### src/rtl/digit_scan_ctrl.sv
// Time-multiplexed digit scanner: one nibble per dwell slot with a blanking gap
// between slots. Optional PWM dimming is enabled by defining DIGIT_SCAN_DIM_EN.
module digit_scan_ctrl #(
  parameter int N_DIGITS     = 2,
  parameter int DWELL_CYCLES = 24000,
  parameter int BLANK_CYCLES = 240,
  localparam int IW = (N_DIGITS > 1) ? $clog2(N_DIGITS) : 1
) (
  input  logic                  clk,
  input  logic                  reset,
  input  logic [4*N_DIGITS-1:0] digits_in,
`ifdef DIGIT_SCAN_DIM_EN
  input  logic [3:0]            duty,
`endif
  output logic [3:0]            hex_out,
  output logic [N_DIGITS-1:0]   digit_en,
  output logic [IW-1:0]         cur_digit,
  output logic                  frame_tick
);

  localparam int CMAX = (DWELL_CYCLES > BLANK_CYCLES) ? DWELL_CYCLES : BLANK_CYCLES;
  localparam int CW   = $clog2(CMAX + 1);
  localparam logic [CW-1:0] CNT_ONE    = CW'(1);
  localparam logic [CW-1:0] BLANK_LAST = CW'(BLANK_CYCLES - 1);
  localparam logic [CW-1:0] DWELL_LAST = CW'(DWELL_CYCLES - 1);
  localparam logic [IW-1:0] IDX_ONE    = IW'(1);
  localparam logic [IW-1:0] IDX_LAST   = IW'(N_DIGITS - 1);

  typedef enum logic {BLANK, ON} state_t;

  state_t                state, state_nxt;
  logic [CW-1:0]         cnt, cnt_nxt;
  logic [IW-1:0]         cur_nxt, next_digit;
  logic [N_DIGITS-1:0]   en_nxt, onehot;
  logic [3:0]            hex_nxt;
  logic                  ft_nxt;
  logic [4*N_DIGITS-1:0] snap, snap_nxt;

`ifdef DIGIT_SCAN_DIM_EN
  logic [3:0] duty_q, duty_nxt;

  // Lit while cnt/DWELL < duty/16, evaluated without division.
  function automatic logic dim_on(input int c, input logic [3:0] d);
    return (c * 16) < (DWELL_CYCLES * int'(d));
  endfunction
`endif

  assign onehot     = {{(N_DIGITS-1){1'b0}}, 1'b1} << cur_digit;
  assign next_digit = (cur_digit == IDX_LAST) ? '0 : cur_digit + IDX_ONE;

  always_comb begin
    state_nxt = state;
    cnt_nxt   = cnt + CNT_ONE;
    cur_nxt   = cur_digit;
    en_nxt    = digit_en;
    hex_nxt   = hex_out;
    ft_nxt    = 1'b0;
    snap_nxt  = snap;
`ifdef DIGIT_SCAN_DIM_EN
    duty_nxt  = duty_q;
`endif
    case (state)
      BLANK: begin
        en_nxt = '0;
        // Before digit 0 lights the snapshot follows the input, so the frame
        // latches whatever is present on the last blank cycle.
        if (cur_digit == '0) begin
          snap_nxt = digits_in;
          hex_nxt  = digits_in[3:0];
        end
        if (cnt == BLANK_LAST) begin
          state_nxt = ON;
          cnt_nxt   = '0;
          ft_nxt    = (cur_digit == '0);
`ifdef DIGIT_SCAN_DIM_EN
          if (cur_digit == '0) duty_nxt = duty;
          en_nxt = dim_on(0, duty_nxt) ? onehot : '0;
`else
          en_nxt = onehot;
`endif
        end
      end
      ON: begin
`ifdef DIGIT_SCAN_DIM_EN
        en_nxt = dim_on(int'(cnt_nxt), duty_q) ? onehot : '0;
`else
        en_nxt = onehot;
`endif
        if (cnt == DWELL_LAST) begin
          state_nxt = BLANK;
          cnt_nxt   = '0;
          en_nxt    = '0;
          cur_nxt   = next_digit;
          hex_nxt   = snap[4*int'(next_digit) +: 4];
        end
      end
      default: state_nxt = BLANK;
    endcase
  end

  always_ff @(posedge clk) begin
    if (!reset) begin
      state      <= BLANK;
      cnt        <= '0;
      cur_digit  <= '0;
      digit_en   <= '0;
      hex_out    <= '0;
      frame_tick <= 1'b0;
      snap       <= '0;
`ifdef DIGIT_SCAN_DIM_EN
      duty_q     <= '0;
`endif
    end else begin
      state      <= state_nxt;
      cnt        <= cnt_nxt;
      cur_digit  <= cur_nxt;
      digit_en   <= en_nxt;
      hex_out    <= hex_nxt;
      frame_tick <= ft_nxt;
      snap       <= snap_nxt;
`ifdef DIGIT_SCAN_DIM_EN
      duty_q     <= duty_nxt;
`endif
    end
  end

endmodule

### config.mk
export PLATFORM = sky130hd
export DESIGN_NAME = digit_scan_ctrl
export DESIGN_NICKNAME = d
export VERILOG_FILES = /design/src/rtl/digit_scan_ctrl.sv
export SDC_FILE = /design/constraint.sdc
export NUM_CORES = 1
export LEC_CHECK = 0
export BUFFER_PORTS_ARGS = -buffer_cell sky130_fd_sc_hd__buf_2
export CORE_MARGIN = 1
export CORE_UTILIZATION = 45
export CTS_CLUSTER_DIAMETER = 80
export DETAILED_ROUTE_END_ITERATION = 7
export HOLD_SLACK_MARGIN = 0.05
export MAX_ROUTING_LAYER = met4
export PLACE_DENSITY_LB_ADDON = 0.3
export SYNTH_ARGS = -nofsm -noshare
export SYNTH_HDL_FRONTEND = slang
export SYNTH_SLANG_ARGS = --single-unit
### constraint.sdc
create_clock -name clk -period 1.82 [get_ports clk]
set_input_delay 0.091 -clock clk [delete_from_list [all_inputs] [get_ports clk]]
set_output_delay 0.091 -clock clk [all_outputs]
set_load 0.02 [all_outputs]
==> impl_metrics.yaml <==
cts:
  htree_num_levels: 2
  clk_pin_slew_ns: 0.10
  cts_tree: "yes"
  clock-sinks: 32
  clock_path_buffers: 2
  cts_made_buffers: 5
  cts_setup_buffers: 0
  cts_root_buf: "clkbuf_4"
  cts_resized: 0
  clkLatencyLatePin_ns: 0.33
yosys:
  synth.ff_latch_count: 32
  synth_area_leader_cell: "dfxtp_1"
  synthesis.area_sq_um: 1420
  synth.area.mux_share: 0.0562
  synthesis.nets: 181
  yosysWarnings: 0
  synth.distinct_cells: 27
  avgSynthCellArea_sq_um: 8.38
  synth_xor_area_frac: 0.0861
  synth.yosys.seq_area_share: 0.450
  synth_compound_area_frac: 0.0641
  synth_top_family_by_area: "simple AND/OR/NAND/NOR gates"
  yosys-top-cells-area: "dfxtp_1 (45%), nand2_1 (7.6%), xnor2_1 (7.4%), nor2_1 (6.3%), mux2i_1 (5.6%)"
  synthCells: 170
  synth_top_area_frac: 0.450
  synth_fa_ha_area_frac: 0.00879
  synth-simple-area-share: 0.275
drt:
  routed_wl_mm: 2.98
  first_pass_iters: 4
  wl_per_cell_microns: 11.9
  postRouteAntennaNets: 0
  via_per_inst: 4.99
  first_iter_violations: 70
  vias: 1252
  drc: 0
run:
  maxCapViolations: 0
grt:
  grt_start_max_net_pins: 12
  grt.overflow.total: 0
  first_global_vias: 1193
  grtUsageTotal: 0.216
  grt_pass1_wl_mm: 5.35
  antenna_found_initial: 0
setup_path:
  worstReg2RegStart: "cnt[0]"
  path_max_fanout: 4
  critPathTopFamily: "simple AND/OR/NAND/NOR gates"
  critical_path_class: "reg2reg"
  end_kind: "flip-flop"
  cp.depth: 6
  worstPathRequired_ns: 2.04
  startpoint: "cnt[0]"
  crit_chain: "ha_1, buf_4, nand4_1, nor4_1, xnor2_1, nor2_1"
  cp_num_buf_inv: 1
  cp-start-kind: "flip-flop"
  cp_slowest_cell: "nor4_1"
  arrival_ns: 1.93
  slowest_delay_ns: 0.43
  reg2reg_depth: 6
final_layout:
  postLayoutCoreUtil: 0.586
  areaGrowthSynthToFinish_pct: 24.6
  final_nets: 217
  seq_area_sq_um: 641
  fillers: 266
  multi_input_area_sq_um: 698
  insertedDiodeCount: 0
  drive_above_1_share: 0.198
pwr:
  p_sw_uw: 289
  p_leak_uw: 0.000686
  ir_drop_mv: 0.444
  pwr-share-comb: 0.064
  p_total_uw: 1340
  intPower_uw: 1050
  p_per_area_nw_per_um2: 755
  power_frac_seq: 0.546
  p_clk_frac: 0.391
  switching_share: 0.216
sta:
  slew_viol_final: 0
  final.period_utilization: 0.942
  fmax_ghz: 0.583
  rsz0062_at_grt: "no"
  tns_ns: 0
  relSlewSlack: 0.701
  finalHoldViolCount: 0
  setup_viol: 0
  tightestPinTransition_ns: 0.446
  period_minus_slack_ns: 1.71
  final.setup_skew_ns: 0.0111
place:
  dpl.hpwl_mm: 2.16
  globalplace.congestion: 0.875
  io_buffers: 17
floorplan:
  core_sq_um: 3030
  fp.dieH_microns: 58.3
  die_area_sq_um: 3390
  ios: 18
  fp-row-count: 20
  die-width_microns: 58.3
  initial_core_util: 0.470
min_path:
  hp-class: "in2reg"
  whs_path_depth: 3
  worstHoldStart: "reset"
run_status:
  status: "completed"
-- timing repair --
| action | in CTS | in global routing |
|---|---|---|
| hold buffers | 8 | 0 |
| hold endpoints to repair | 8 | 0 |
| endpoints found under the setup margin | 0 | 0 |
-- final cells by class --
type                            count  area share
Multi-Input combinational cell    120       0.394
Clock inverter                      2      0.0197
Sequential cell                    32       0.361
Inverter                            7      0.0148
Timing Repair Buffer               40       0.157
Tap cell                           44      0.0310
Clock buffer                        6      0.0233
-- registers in the layout, summed over array words and instances, names as in the netlist --
signal      cells
state           1
digit_en        2
cnt            15
hex_out         4
frame_tick      1
snap            8
cur_digit       1
-- power by group through the flow --
| stage | logic [uW] | registers [uW] | clock network (uW) |
|---|---|---|---|
| after detailed placement | 72.3 | 748 | 0 |
| after CTS | 86.0 | 732 | 541 |
| after global routing | 97.2 | 735 | 570 |
| final | 85.2 | 732 | 523 |
| after global placement | 68.8 | 746 | 0 |
| after floorplan | 40.2 | 751 | 0 |
-- worst reg2reg max path, cell delays in order, from the launching register on --
cell and delay (ns):
dfxtp_1 0.39, ha_1 0.19, buf_4 0.13, nand4_1 0.19, nor4_1 0.43, xnor2_1 0.21
nor2_1 0.07
-- routing by layer --
| layer | up-vias | GRT usage | share of wire |
|---|---|---|---|
| li1 | 646 | - | - |
| met2 | 40 | 0.342 | 0.48 |
| met5 | - | - | 0 |
| met3 | 10 | 0.0625 | 0.053 |
| met1 | 556 | 0.254 | 0.44 |
| met4 | 0 | 0.0986 | 0.025 |
-- cells in the mapped netlist --
| library cell | count |
|---|---|
| o211ai_1 | 4 |
| nor4b_1 | 1 |
| nor3_1 | 7 |
| nand3_1 | 6 |
| o211ai_2 | 1 |
| dfxtp_1 | 32 |
| nand4b_1 | 1 |
| nor4_2 | 1 |
| inv_1 | 7 |
| and3_1 | 1 |
| nand4_1 | 6 |
| nand2_1 | 29 |
| nor4_1 | 4 |
| clkbuf_2 | 4 |
| ha_1 | 1 |
| clkbuf_1 | 2 |
| mux2i_1 | 8 |
| xnor2_1 | 12 |
| or4_1 | 1 |
| nor2_1 | 24 |
| nand4bb_1 | 1 |
| buf_6 | 1 |
| xor2_1 | 2 |
| and4b_1 | 1 |
| a21oi_1 | 8 |
| buf_2 | 4 |
| a211o_1 | 1 |
-- stage by stage --
step	instances	hold WS [ns]	setup slack [ns]	area, sq um
2_1_floorplan	170	0.227	0.178	1420
3_3_place_gp	235	0.330	0.240	1620
3_5_place_dp	235	0.338	0.172	1620
4_1_cts	251	0.0966	0.115	1770
5_1_grt	251	0.125	0.0240	1770
6_report	251	0.109	0.106	1770
-- final timing paths --
check / end / slack (ns)
max: cnt[12] / 0.11
min: hex_out[0] / 0.11
max reg2reg: cnt[12] / 0.11
min reg2reg: hex_out[0] / 0.46
-- cells by family after synthesis --
family | Yosys count
flip-flops | 32
buffers and inverters | 18
adder cells (fa/ha/maj) | 1
XOR/XNOR | 14
AND/OR/NAND/NOR | 83
AO/OA/AOI/OAI | 14
multiplexers | 8
-- cell usage in the layout (no fill, tap or decap), drive strengths merged, types with 2 or more instances in the layout --
cell         count
dfxtp           32
buf             32
a21oi            8
nor4             5
inv              7
nand4            6
clkbuf           6
nor2            24
xor2             2
nand3            6
mux2i            8
nand2           29
nor3             7
o211ai           5
dlygate4sd3      8
xnor2           12
Note: power is estimated with default switching activity, not from simulation.
